### src/rtl/systolic_skew_feeder.sv
// systolic_skew_feeder
//   Edge stage for an N x N output-stationary PE array. Takes one k-step beat
//   per cycle (a column of A and a row of B), skews lane i of A and lane j of
//   B by i and j extra cycles, and produces the per-PE accumulator clear and
//   per-PE result-valid strobes aligned to that skew. No backpressure: input
//   gaps become zero bubbles that add nothing to any accumulator.
//
// Ports
//   clk, rst_n  : clock, asynchronous active-low reset
//   in_valid    : beat present this cycle
//   in_last     : beat closes the current tile (qualified by in_valid)
//   in_a, in_b  : N signed lanes of WIDTH bits, lane i at [i*WIDTH +: WIDTH]
//   a_out       : west edge, lane i feeds PE(i,0)
//   b_out       : north edge, lane j feeds PE(0,j)
//   clear_out   : bit i*N+j clears PE(i,j) accumulator on its first product
//   c_valid     : bit i*N+j marks the cycle PE(i,j) holds a finished result
//   busy        : tile open or anything still in flight
module systolic_skew_feeder #(
  parameter int unsigned WIDTH = 8,
  parameter int unsigned N     = 4
) (
  input  logic               clk,
  input  logic               rst_n,
  input  logic               in_valid,
  input  logic               in_last,
  input  logic [N*WIDTH-1:0] in_a,
  input  logic [N*WIDTH-1:0] in_b,
  output logic [N*WIDTH-1:0] a_out,
  output logic [N*WIDTH-1:0] b_out,
  output logic [N*N-1:0]     clear_out,
  output logic [N*N-1:0]     c_valid,
  output logic               busy
);

  // Flag lines span lane-0 timing plus the full i+j+1 diagonal.
  localparam int unsigned FLAG_D = 2 * N;

  typedef enum logic {
    IDLE    = 1'b0,
    IN_TILE = 1'b1
  } state_t;

  state_t state_q;
  state_t state_d;
  logic   first_tag;
  logic   last_tag;

  // Tile framing state register.
  always_ff @(posedge clk or negedge rst_n) begin
    if (!rst_n) begin
      state_q <= IDLE;
    end else begin
      state_q <= state_d;
    end
  end

  // Tile framing: tag first/last beats; a lone last beat in IDLE is both.
  always_comb begin
    state_d   = state_q;
    first_tag = 1'b0;
    last_tag  = 1'b0;
    if (in_valid) begin
      first_tag = (state_q == IDLE);
      last_tag  = in_last;
      state_d   = in_last ? IDLE : IN_TILE;
    end
  end

  // Flag delay lines; stage 0 is aligned with skew lane 0.
  logic [FLAG_D-1:0] first_line;
  logic [FLAG_D-1:0] last_line;

  always_ff @(posedge clk or negedge rst_n) begin
    if (!rst_n) begin
      first_line <= '0;
      last_line  <= '0;
    end else begin
      first_line <= {first_line[FLAG_D-2:0], first_tag};
      last_line  <= {last_line[FLAG_D-2:0], last_tag};
    end
  end

  // Per-lane skew lines: lane i is a shift register of i+1 stages, newest at
  // the LSB end, oldest (the edge output) at the MSB end.
  logic [N-1:0] a_nz;
  logic [N-1:0] b_nz;

  for (genvar i = 0; i < N; i++) begin : g_lane
    localparam int unsigned LW = (i + 1) * WIDTH;

    logic [WIDTH-1:0] a_din;
    logic [WIDTH-1:0] b_din;
    logic [LW-1:0]    a_sr;
    logic [LW-1:0]    b_sr;

    // Bubbles enter as zeros so they contribute nothing downstream.
    assign a_din = in_valid ? in_a[i*WIDTH +: WIDTH] : '0;
    assign b_din = in_valid ? in_b[i*WIDTH +: WIDTH] : '0;

    always_ff @(posedge clk or negedge rst_n) begin
      if (!rst_n) begin
        a_sr <= '0;
        b_sr <= '0;
      end else begin
        a_sr <= (a_sr << WIDTH) | LW'(a_din);
        b_sr <= (b_sr << WIDTH) | LW'(b_din);
      end
    end

    assign a_out[i*WIDTH +: WIDTH] = a_sr[LW-1 -: WIDTH];
    assign b_out[i*WIDTH +: WIDTH] = b_sr[LW-1 -: WIDTH];
    assign a_nz[i] = |a_sr;
    assign b_nz[i] = |b_sr;
  end

  // PE(i,j) sees its operands i+j cycles after lane-0 timing; the result is
  // final one cycle after the last product is accumulated.
  for (genvar i = 0; i < N; i++) begin : g_row
    for (genvar j = 0; j < N; j++) begin : g_col
      assign clear_out[i*N+j] = first_line[i+j];
      assign c_valid[i*N+j]   = last_line[i+j+1];
    end
  end

  assign busy = (state_q == IN_TILE) | (|a_nz) | (|b_nz) |
                (|first_line) | (|last_line);

endmodule

### config.mk
export PLATFORM = sky130hd
export DESIGN_NAME = systolic_skew_feeder
export DESIGN_NICKNAME = d
export VERILOG_FILES = /design/src/rtl/systolic_skew_feeder.sv
export SDC_FILE = /design/constraint.sdc
export NUM_CORES = 1
export LEC_CHECK = 0
export ABC_AREA = 1
export CAP_MARGIN = 20
export CORE_UTILIZATION = 48
export CTS_CLUSTER_SIZE = 8
export DETAILED_ROUTE_END_ITERATION = 16
export PLACE_DENSITY_LB_ADDON = 0.08
export SYNTH_ARGS = -nofsm -noshare
export SYNTH_HDL_FRONTEND = slang
export SYNTH_SLANG_ARGS = --single-unit
### constraint.sdc
create_clock -name clk -period 1.2 [get_ports clk]
set_input_delay 0.18 -clock clk [delete_from_list [all_inputs] [get_ports clk]]
set_output_delay 0.18 -clock clk [all_outputs]
set_load 0.1 [all_outputs]
== After elaboration in Yosys (flattened, before gate mapping) ==
Cells that the tools add are included.
Storage, ports and cells
  register bits after elaboration: 177
  output and inout bits: 97
  logic and storage cells: 37
Operators by class
  mux-type cells: 11
  bitwise operators: 11
  reduce and logical (&&, ||, !) cells: 4
Operators by type and width (number)
  $reduce_or A80 Y1: 2
  $mux W8: 8
  $or A32 B8 Y32: 2
  $or A24 B8 Y24: 2
  $or A16 B8 Y16: 2
  $reduce_or A8 Y1: 2
  $or A1 B1 Y1: 4
  $mux W1: 3
  $not A1 Y1: 1

== Logic depth before layout (Yosys ltp) ==
  depth in word-level cells: 5
  gate-level depth with buffers: 8
  depth with buffers taken out: 8

== Least setup slack after synthesis ==
No wires, ideal clock.
  path type: flip-flop to output port
  start point: reg g_lane[0].b_sr[2]
  end point: out busy
  arrival time: 1943 ps
  path slack: -923 ps
  stages on the path, launching flop included: 9
  path buffers: 0
  path through: dfrtp_1 -> nor2_1 -> nand2_1 -> nor2_1 -> nand2_1 -> nor2_1 -> nand2_1 -> nor2_1 -> nand2_1
Between the ends
  word-level cells in the longest chain between the ends: 4
Ends and longest elaborated chain
  from (decl): RTL line 94  | logic [LW-1:0] b_sr;
  from (signal assigned): RTL line 106  | b_sr <= (b_sr << WIDTH) | LW'(b_din);
  $reduce_or A80 Y1: RTL line 125  | assign busy = (state_q == IN_TILE) | (|a_nz) | (|b_nz) |
  $or A1 B1 Y1 (2 in a row): RTL line 125
  $or A1 B1 Y1: RTL line 126  | (|first_line) | (|last_line);
  to (decl): RTL line 32  | output logic busy
No other way between the ends.

== Final worst setup path ==
  start point: reg g_lane[0].a_sr[7]
  end point: out busy
Between the ends
  word-level cells in the longest chain between the ends: 5
Ends and longest elaborated chain
  from (decl): RTL line 93  | logic [LW-1:0] a_sr;
  from (signal assigned): RTL line 105  | a_sr <= (a_sr << WIDTH) | LW'(a_din);
  $reduce_or A80 Y1: RTL line 125
  $or A1 B1 Y1 (3 in a row): RTL line 125
  $or A1 B1 Y1: RTL line 126
No other way between the ends.

==> reports/results.tsv <==
stage	metric	value	unit
detailed_routing	WL met2	7.48	mm
timing	Fmax	489	MHz
cells_and_area	Final Cell Area	10200	um2
cts	TritonCTS clock tree	yes	
placement	placer's final routability congestion estimate	0.737	
global_routing	Total GRT Usage	22.6	%
setup_path	worst path cell trace	nor2_1, nand2_1, nor2_1, nand2_1, nor2_1, nand2_1, nor2_2, nand2_4, buf_12	
detailed_routing	wire per inst	14.8	um
job	maxcap violations	0	
floorplanning	Die Area	13400	um2
setup_path	Worst Setup Start Kind	register	
detailed_routing	Starting DRT DRC Count	122	
global_routing	Remaining Overflow, GRT	0	
power	Power Total	15.4	mW
timing	Slew Limit Headroom	77.8	%
cts	TritonCTS buffer count	17	
cells_and_area	Layout area overhead	64.0	%
detailed_routing	WL met1	5.19	mm
global_routing	largest net degree at the start of global routing	68	
outcome	failing checks	negative setup slack	
global_routing	initial antenna violation count	0	
timing	max-slew violation count	0	
cts	clock sinks	177	
yosys	cell area after synthesis	6200	um2
setup_path	critical path class	register to output pin	
timing	fin crit period	2.05	ns
cells_and_area	multi-input logic area	913	um2
cells_and_area	most frequent cells in the layout	dfrtp_1 (161), nand2_1 (105), nor2_1 (105)	
cells_and_area	Ant. Diodes	0	
yosys	dominant cell type by area after synthesis	dfrtp_1	
setup_path	worst endpoint required time	1.02	ns
yosys	synth warn	0	
cts	CTS clk-pin slew, worst paths	0.07	ns
setup_path	CP max FO	2	
floorplanning	Core Region	12600	um2
detailed_routing	drt total wl	13.8	mm
power	Leak	5.17	nW
floorplanning	die width	116	um
setup_path	Max stage delay on crit path	0.48	ns
floorplanning	IO Count	165	
setup_path	Buf/Inv on CP	1	
detailed_routing	drt drc	0	
detailed_routing	via count	4102	
yosys	gate count after technology mapping	559	
yosys	synthesized area per cell	11.1	um2
cells_and_area	share of post-route cells with drive strength above 1	35.6	%
timing	endpoints failing hold	0	
cells_and_area	NumNets Final	820	
cts	clk_lat worst skew	0.42	ns
yosys	synthesized net count	627	
timing	Slew @ Worst Pin	0.333	ns
placement	Inst Count DP	896	
power	VDD IR max	0.000992	V
placement	IO buf count	164	
power	Pwr Density	1520	nW/um2
setup_path	Worst Path Arrival	1.87	ns
outcome	status	complete, but fails checks	
detailed_routing	met3 routed WL	887	um
cells_and_area	Post-Layout Cell Count	937	
cts	CTS root buf	clkbuf_16	
setup_path	slowest cell on the critical path	dfrtp_4	
setup_path	kind of end point of the critical path	output pin	
setup_path	Top delay family on crit path	simple AND/OR/NAND/NOR gates	
detailed_routing	post-route ant nets	0	
yosys	register area share after synthesis	71.4	%
yosys	top-area cell type share of the netlist area	71.4	%
global_routing	vias in the first global route	4422	
cells_and_area	FILL cells	717	
timing	fin worst setup slack	-0.846	ns
cells_and_area	FF+latch area	4470	um2
cts	# H-tree levels	4	
timing	Tcrit/Tclk final	171	%
global_routing	first-pass GRT wire length	21.7	mm
floorplanning	die height	116	um
detailed_routing	via/cell ratio	4.38	
cts	CTS Buffer Depth	2	
placement	Area after DPL	9160	um2
detailed_routing	highest metal used	met4	
timing	setup TNS	-9.53	ns
detailed_routing	first-pass iteration count of the detailed router	4	
worst_hold_path	Worst Hold Class	primary input to register	
timing	# setup viols final	97	
placement	DP HPWL	9.34	mm
timing	RSZ-0062 raised after global routing	yes	
yosys	number of library cell types mapped by synthesis	11	
floorplanning	Initial Utilization	49.2	%
floorplanning	Rows	41	
timing	clock skew	0.00529	ns
yosys	synth top area cells	dfrtp_1 (71%), buf_4 (10%), nor2_1 (6.8%), nand2_1 (6.4%), inv_1 (2.7%)	
yosys	FF+latch count, synth	177	
cells_and_area	most common cell after layout, fill and taps aside	dfrtp_1	
[metal layers]
metal	vias to the layer above	track usage, %
met4	0	8.72
met1	1986	24.8
met3	23	7.64
met5	-	0
li1	1954	-
met2	139	40.6
[Yosys cell counts]
cell type and n:
buf_2 4, buf_4 83, dfrtp_1 177, inv_1 45, inv_2 21, nand2_1 106
nand3_1 2, nand4_1 6, nor2_1 112, nor2_2 2, nor3_1 1
[per-stage QoR]
step	util [%]	setup slack, ns	hold WS, ns
after detailed placement	72.5	-0.474	0.0934
after floorplan	-	-0.374	-0.116
after CTS	80.2	-0.860	0.211
after global routing	80.6	-0.990	0.217
after global placement	72.5	-0.476	0.0881
final	80.6	-0.846	0.212
[sequential cells by signal, summed over array words and instances, names as in the netlist]
register and flops:
state_q 1, g_lane.a_sr 80, last_line 8, first_line 8
g_lane.b_sr 80
[layout make-up]
| class | instances | share of cell area [%] |
|---|---|---|
| flip-flops and latches | 177 | 43.9 |
| repair buffers | 261 | 36.4 |
| multi-input cells | 229 | 8.98 |
| clock buffers | 24 | 4.93 |
| inverters | 66 | 2.44 |
| well taps | 172 | 2.12 |
| clock inverters | 8 | 1.22 |
[what timing repair did]
| action | 4_1_cts | 5_1_grt |
|---|---|---|
| gates cloned | 0 | 0 |
| hold buffers | 1 | 0 |
| gates resized for setup | 81 | 42 |
| endpoints found under the setup margin | 97 | 97 |
| hold endpoints to repair | 177 | 0 |
| pin swaps | 7 | 6 |
| setup buffers | 20 | 43 |
[power breakdown]
part	total [mW]	switching (mW)	leakage [nW]	internal (mW)
combinational	3.23	1.93	2.61	1.30
sequential	6.49	0.204	2.26	6.29
clock	5.71	2.15	0.303	3.55
total	15.4	4.29	5.17	11.1
[cell families after synthesis]
group	Yosys count	share of synthesized area (%)
buffers and inverters	153	14.4
AND/OR/NAND/NOR	229	14.2
flip-flops	177	71.4
[worst paths after layout]
kind                                    start            endpoint  slack, ns  cells past startpoint
max in group asynchronous               rst_n   g_lane[0].a_sr[7]       0.48                      3
min reg2reg                g_lane[3].b_sr[16]  g_lane[3].b_sr[24]       0.37                      0
min in group asynchronous               rst_n  g_lane[3].a_sr[26]       0.22                      2
max                         g_lane[0].a_sr[7]                busy      -0.85                      9
max reg2reg                           state_q             state_q       0.41                      3
min                                  in_valid   g_lane[3].a_sr[7]       0.21                      4
[worst register-to-register path: cells and delay by family (launching register included)]
| family | cells | cell delay [ns] |
|---|---|---|
| DFF | 1 | 0.39 |
| buffers and inverters | 1 | 0.14 |
| and+or+nand+nor | 2 | 0.15 |
Power figures use the tool's default switching activity.
